===== config.mk =====
export PLATFORM = sky130hd
export DESIGN_NAME = drlp_sld_ctrl
export DESIGN_NICKNAME = d
export VERILOG_FILES = /design/src/rtl/drlp_pkg.sv /design/src/rtl/drlp_sld_rdpipe.sv /design/src/rtl/drlp_sld_ctrl.sv
export SDC_FILE = /design/constraint.sdc
export NUM_CORES = 1
export LEC_CHECK = 0
export BUFFER_PORTS_ARGS = -buffer_cell sky130_fd_sc_hd__buf_4
export CORE_ASPECT_RATIO = 0.6
export CORE_MARGIN = 1.5
export CORE_UTILIZATION = 59
export CTS_BUF_LIST = sky130_fd_sc_hd__clkbuf_8 sky130_fd_sc_hd__clkbuf_16
export CTS_CLUSTER_SIZE = 20
export DETAILED_ROUTE_END_ITERATION = 7
export PLACE_DENSITY = 0.81
export SLEW_MARGIN = 30
export SYNTH_ARGS = -nofsm -noshare
export SYNTH_HDL_FRONTEND = slang
export SYNTH_SLANG_ARGS = --single-unit

===== constraint.sdc =====
create_clock -name i_clk -period 4.7 [get_ports i_clk]
set_clock_uncertainty 0.15 [all_clocks]
set_input_delay 0.94 -clock i_clk [delete_from_list [all_inputs] [get_ports i_clk]]
set_output_delay 0.94 -clock i_clk [all_outputs]
set_load 0.1 [all_outputs]

===== src/rtl/drlp_pkg.sv =====
// drlp_pkg: shared state encoding, RF mode codes and read-latency limit
// for the DRLP sliding-window path.
package drlp_pkg;
    typedef enum logic [2:0] {
        S_IDLE  = 3'd0,
        S_FILL  = 3'd1,
        S_SLIDE = 3'd2,
        S_DRAIN = 3'd3,
        S_WAIT  = 3'd4,
        S_DONE  = 3'd5
    } sld_state_e;
    localparam logic [1:0] RF_MODE_M0 = 2'b00;
    localparam logic [1:0] RF_MODE_M1 = 2'b01;
    localparam logic [1:0] RF_MODE_M2 = 2'b10;
    localparam logic [1:0] RF_MODE_M3 = 2'b11;
    localparam int RD_LAT_MAX = 2;
endpackage


===== src/rtl/drlp_sld_rdpipe.sv =====
// drlp_sld_rdpipe: RD_LAT-deep read-strobe to shift-strobe delay line with
// an in-flight read counter that tells the sequencer when all data has landed.
module drlp_sld_rdpipe
    import drlp_pkg::*;
#(
    parameter int RD_LAT = 1
) (
    input  logic i_clk,
    input  logic i_rst,
    input  logic i_rd_en,
    output logic o_shift,
    output logic o_drained
);
    localparam int CW = $clog2(RD_LAT_MAX + 1);
    logic [RD_LAT-1:0] pipe_q, pipe_d;
    logic [CW-1:0]     inflight_q, inflight_d;

    // The concatenation drops its top bit, so this also covers RD_LAT == 1.
    assign pipe_d     = RD_LAT'({pipe_q, i_rd_en});
    assign o_shift    = pipe_q[RD_LAT-1];
    assign inflight_d = inflight_q + CW'(i_rd_en) - CW'(o_shift);
    // Drained means the shift applied this cycle was the last outstanding one.
    assign o_drained  = inflight_d == '0;

    always_ff @(posedge i_clk) begin
        if (i_rst) begin
            pipe_q     <= '0;
            inflight_q <= '0;
        end else begin
            pipe_q     <= pipe_d;
            inflight_q <= inflight_d;
        end
    end
endmodule


===== src/rtl/drlp_sld_ctrl.sv =====
// drlp_sld_ctrl: sliding-window RF sequencer; reads buffer columns, strobes RF
// shifts and hands complete windows to the PE array. DRLP_SLD_PERF_EN adds perf counters.
module drlp_sld_ctrl
    import drlp_pkg::*;
#(
    parameter int ADDR_WIDTH   = 12,
    parameter int COL_WIDTH    = 8,
    parameter int STRIDE_WIDTH = 3,
    parameter int RD_LAT       = 1
) (
    input  logic                    i_clk,
    input  logic                    i_rst,
    input  logic                    i_start,
    input  logic [ADDR_WIDTH-1:0]   i_cfg_base,
    input  logic [COL_WIDTH-1:0]    i_cfg_width,
    input  logic [COL_WIDTH-1:0]    i_cfg_rows,
    input  logic [STRIDE_WIDTH-1:0] i_cfg_fill,
    input  logic [STRIDE_WIDTH-1:0] i_cfg_stride,
    input  logic [1:0]              i_cfg_mode,
    input  logic                    i_cfg_3x3,
    output logic                    o_rd_en,
    output logic [ADDR_WIDTH-1:0]   o_rd_addr,
    output logic                    o_shift,
    output logic [1:0]              o_mode,
    output logic                    o_3x3,
    output logic                    o_win_valid,
    input  logic                    i_win_ready,
    output logic                    o_busy,
`ifdef DRLP_SLD_PERF_EN
    output logic [31:0]             o_stall_cnt,
    output logic [31:0]             o_win_cnt,
`endif
    output logic                    o_done
);
    sld_state_e              state_q, state_d;
    logic [COL_WIDTH-1:0]    width_q, rows_q, row_q, row_d, col_q, col_d;
    logic [ADDR_WIDTH-1:0]   base_q, row_base_q, row_base_d;
    logic [STRIDE_WIDTH-1:0] fill_q, stride_q, cnt_q, cnt_d, phase_len;
    logic [1:0]              mode_q;
    logic                    sel3_q, start_ok, rd_en, drained, last_rd;
    logic                    no_win, more_rows, can_slide, accept, next_row;

    assign start_ok  = (state_q == S_IDLE) && i_start;
    assign rd_en     = (state_q == S_FILL) || (state_q == S_SLIDE);
    assign phase_len = (state_q == S_FILL) ? fill_q : stride_q;
    // A fill wider than the stripe stops at the last column.
    assign last_rd   = (cnt_q + STRIDE_WIDTH'(1) == phase_len) || (32'(col_q) + 1 >= 32'(width_q));
    assign no_win    = 32'(fill_q) > 32'(width_q);
    assign more_rows = 32'(row_q) + 1 < 32'(rows_q);
    assign can_slide = 32'(col_q) + 32'(stride_q) <= 32'(width_q);
    assign accept    = (state_q == S_WAIT) && i_win_ready;
    assign next_row  = more_rows && (accept ? !can_slide : (state_q == S_DRAIN) && drained && no_win);

    drlp_sld_rdpipe #(.RD_LAT(RD_LAT)) u_rdpipe (
        .i_clk     (i_clk),
        .i_rst     (i_rst),
        .i_rd_en   (rd_en),
        .o_shift   (o_shift),
        .o_drained (drained)
    );

    always_ff @(posedge i_clk) begin
        state_q <= i_rst ? S_IDLE : state_d;
    end

    always_comb begin
        state_d = state_q;
        case (state_q)
            S_IDLE:          state_d = i_start ? S_FILL : S_IDLE;
            S_FILL, S_SLIDE: state_d = last_rd ? S_DRAIN : state_q;
            S_DRAIN:         state_d = !drained ? S_DRAIN : !no_win ? S_WAIT : more_rows ? S_FILL : S_DONE;
            S_WAIT:          state_d = !i_win_ready ? S_WAIT : can_slide ? S_SLIDE : more_rows ? S_FILL : S_DONE;
            default:         state_d = S_IDLE;
        endcase
    end

    always_comb begin
        o_rd_en     = rd_en;
        o_rd_addr   = rd_en ? base_q + row_base_q + ADDR_WIDTH'(col_q) : '0;
        o_win_valid = state_q == S_WAIT;
        o_busy      = (state_q != S_IDLE) && (state_q != S_DONE);
        o_done      = state_q == S_DONE;
    end

    assign o_mode = mode_q;
    assign o_3x3  = sel3_q;

    // Zero fill/stride are illegal; clamp to one so the pass still terminates.
    always_ff @(posedge i_clk) begin
        if (i_rst) begin
            base_q   <= '0;
            width_q  <= '0;
            rows_q   <= '0;
            fill_q   <= '0;
            stride_q <= '0;
            mode_q   <= '0;
            sel3_q   <= 1'b0;
        end else if (start_ok) begin
            base_q   <= i_cfg_base;
            width_q  <= i_cfg_width;
            rows_q   <= i_cfg_rows;
            fill_q   <= (i_cfg_fill == '0) ? STRIDE_WIDTH'(1) : i_cfg_fill;
            stride_q <= (i_cfg_stride == '0) ? STRIDE_WIDTH'(1) : i_cfg_stride;
            mode_q   <= i_cfg_mode;
            sel3_q   <= i_cfg_3x3;
        end
    end

    always_comb begin
        row_d      = row_q;
        col_d      = col_q;
        cnt_d      = cnt_q;
        row_base_d = row_base_q;
        if (state_q == S_IDLE) begin
            row_d      = '0;
            col_d      = '0;
            cnt_d      = '0;
            row_base_d = '0;
        end else if (rd_en) begin
            col_d = col_q + COL_WIDTH'(1);
            cnt_d = last_rd ? '0 : cnt_q + STRIDE_WIDTH'(1);
        end else if (next_row) begin
            row_d      = row_q + COL_WIDTH'(1);
            col_d      = '0;
            row_base_d = row_base_q + ADDR_WIDTH'(width_q);
        end
    end

    always_ff @(posedge i_clk) begin
        if (i_rst) begin
            row_q      <= '0;
            col_q      <= '0;
            cnt_q      <= '0;
            row_base_q <= '0;
        end else begin
            row_q      <= row_d;
            col_q      <= col_d;
            cnt_q      <= cnt_d;
            row_base_q <= row_base_d;
        end
    end

`ifdef DRLP_SLD_PERF_EN
    logic [31:0] stall_q, wins_q;

    always_ff @(posedge i_clk) begin
        if (i_rst || start_ok) begin
            stall_q <= '0;
            wins_q  <= '0;
        end else begin
            stall_q <= stall_q + 32'((state_q == S_WAIT) && !i_win_ready);
            wins_q  <= wins_q + 32'(accept);
        end
    end

    assign o_stall_cnt = stall_q;
    assign o_win_cnt   = wins_q;
`endif
endmodule


==> flow_summary.json <==
{
  "status": "finished, final reports clean",
  "min_path_type": "reg -> reg",
  "dp_cells": 781,
  "gp_congestion": 0.875,
  "post-route-period-util_pct": 94.8,
  "p_leak_nw": 2.64,
  "power_density_mw_per_mm2": 490,
  "seq_power_share_pct": 27.2,
  "numCtsBuffers": 9,
  "grt_pass1_wl_um": 21900,
  "vias_per_cell": 5.93,
  "htree_levels": 3,
  "grt-ovfl-total": 0,
  "post-route-drc-count": 0,
  "grt_usage_pct": 31.1,
  "whs_ns": 0.306,
  "die_w_um": 123,
  "report.final.setup_viol": 0,
  "hpwlAfterDp_um": 9870,
  "slew_viol_final": 0,
  "post-route-util_pct": 71.1,
  "die_h_um": 75.2,
  "p_total_mw": 2.94,
  "end_kind": "output port",
  "rsz0062_at_grt": "false",
  "slew_headroom_pct": 45.1,
  "criticalPathCategory": "reg -> out",
  "yosysUniqueCellTypes": 53,
  "tightest_slew_ns": 0.819,
  "critPathMaxFanout": 6,
  "clockRootBuffer": "clkbuf_16",
  "finalHoldViolCount": 0,
  "dieArea_mm2": 0.00928,
  "syn_to_final_growth_pct": 17.2,
  "instances_no_fill": 797,
  "fin_nets": 787,
  "rows": 26,
  "antenna_found_initial": 0,
  "antenna_left": 0,
  "portBuffers": 60,
  "critPathArrivalTime_ns": 3.36,
  "p_sw_mw": 1.33,
  "drive_gt1_share_pct": 14.7,
  "antenna_cells": 0,
  "synth_edf_count": 0,
  "syn_area_per_cell_um2": 8.11,
  "synth_area_mm2": 0.00513,
  "clk_pin_slew_ns": 0.06,
  "drv_cap": 0,
  "power_frac_comb_pct": 47.5,
  "clkPwrFrac_pct": 25.3,
  "peakVddDrop_v": 0.000355,
  "vias": 4724,
  "wire_per_inst_um": 16.6,
  "swShare_pct": 45.2,
  "async_reset_ff_share_pct": 0,
  "crit_required_ns": 3.61,
  "drtIter0Drc": 450,
  "grt_max_degree": 50,
  "cts_tree": "done",
  "max_freq_ghz": 0.224,
  "syn_inst": 633,
  "synth_nets": 740,
  "start_kind": "flop",
  "dr.pass1.iters": 5,
  "clock_latency_ns": 0.34,
  "start_util_pct": 60.7,
  "finalSetupTns_ns": 0,
  "ys_warn_count": 0,
  "cts.path.max_buffers": 2,
  "ioPinCount": 61,
  "seq_area_frac_synth_pct": 28.9,
  "post-route-min-period_ns": 4.45,
  "ctsHoldBuffers": 0,
  "synth-seq-cells": 74,
  "clock_sink_count": 74,
  "routed_wl_um": 13300,
  "intPower_mw": 1.61,
  "yosys_most_used_dff": "dfxtp_1",
  "grt_pass1_vias": 4438,
  "core_mm2": 0.00846
}
-- power groups by stage --
| stage | logic [mW] | registers (mW) | clock network, mW |
|---|---|---|---|
| floorplan | 1.00 | 0.813 | 0 |
| global placement | 1.34 | 0.806 | 0 |
| detailed placement | 1.38 | 0.811 | 0 |
| CTS | 1.39 | 0.799 | 0.747 |
| global route | 1.53 | 0.812 | 0.774 |
| finish | 1.40 | 0.802 | 0.745 |
-- kinds of logic (layout without fill, tap and decap cells) --
group                      Yosys count  in the layout  share of synthesized area [%]
DFF                                 74             74                           28.9
AOI/OAI and AO/OA                  146            146                           18.5
xor gates and xnor gates            32             32                           5.46
muxes                               18             18                           3.51
buffers and inverters               62            114                           4.71
and+or+nand+nor                    235            235                           21.3
adders and majority gates           66             66                           17.7
-- critical path, stage by stage (launching register included) --
cell and delay (ns):
dfxtp_2 0.36, fa_1 0.48, ha_1 0.24, fa_1 0.42, a21o_1 0.19, a21oi_2 0.21
o21ai_0 0.18, a211oi_2 0.30, o31ai_1 0.17, mux2i_2 0.21, buf_6 0.25
-- cells in the final DEF (no fill, tap or decap), types with 7 or more instances in the layout --
| master | instances |
|---|---|
| nor3_1 | 9 |
| clkbuf_16 | 9 |
| nand3_1 | 18 |
| a21oi_1 | 53 |
| xor2_1 | 13 |
| buf_4 | 66 |
| nand2_1 | 114 |
| o211ai_1 | 9 |
| nand2b_1 | 14 |
| a211oi_1 | 11 |
| inv_1 | 32 |
| fa_1 | 11 |
| dfxtp_1 | 72 |
| nor2_1 | 29 |
| mux2i_1 | 16 |
| xnor2_1 | 19 |
| nor2b_1 | 7 |
| or3_1 | 11 |
| ha_1 | 55 |
| nand4_1 | 10 |
| o21ai_0 | 25 |
-- Yosys cell counts, types with 18 or more instances --
library cell / instances / area [um2]
nand2_1: 114 / 428
dfxtp_1: 74 / 1480
a21oi_1: 55 / 275
ha_1: 55 / 688
inv_1: 31 / 116
nor2_1: 30 / 113
clkbuf_1: 28 / 105
o21ai_0: 25 / 125
xnor2_1: 19 / 166
mux2i_1: 18 / 180
nand3_1: 18 / 90.1
-- cell type report --
class	instances	area, um2
Clock buffer	10	239
Fill cell	691	2440
Clock inverter	6	81.3
Timing Repair Buffer	67	507
Sequential cell	74	1480
Tap cell	112	140
Inverter	31	116
Multi-Input combinational cell	497	3450
-- worst paths after layout --
path | start | end | slack, ns | depth (start not counted)
setup / recovery | col_q[1] | o_rd_addr[11] | 0.25 | 10
hold / removal | rows_q[4] | rows_q[4] | 0.31 | 2
setup reg to reg | col_q[0] | row_base_q[3] | 0.51 | 15
hold reg to reg | rows_q[4] | rows_q[4] | 0.31 | 2
-- metal layers --
layer,share of wire (%),up-vias,GRT usage [%]
met5,0,-,0
met2,44,177,50.0
met3,8.0,20,6.59
met4,1.3,0,8.17
li1,-,2322,-
met1,46,2205,43.1
-- per-stage QoR --
| stage | worst slack [ns] | instance area, um2 |
|---|---|---|
| after CTS | 0.0547 | 6000 |
| after global routing | 0.0401 | 6010 |
| after global placement | 0.472 | 5670 |
| after floorplan | 0.157 | 5150 |
| final | 0.245 | 6010 |
| after detailed placement | 0.367 | 5680 |
-- what timing repair did --
action | CTS | global route
buffers inserted | 0 | 0
cloned | 0 | 0
endpoints found under the setup margin | 1 | 3
gates resized for setup | 1 | 5
hold endpoints to repair | 0 | 0
-- sequential cells by signal (all words and copies together) (netlist names) --
| name | count |
|---|---|
| row_base_q | 12 |
| col_q | 8 |
| rows_q | 8 |
| base_q | 12 |
| o_3x3 | 1 |
| width_q | 8 |
| fill_q | 3 |
| cnt_q | 3 |
| row_q | 8 |
| u_rdpipe.inflight_q | 2 |
| o_mode | 2 |
| u_rdpipe.o_shift | 1 |
| state_q | 3 |
| stride_q | 3 |
(Power assumes the default switching activity.)
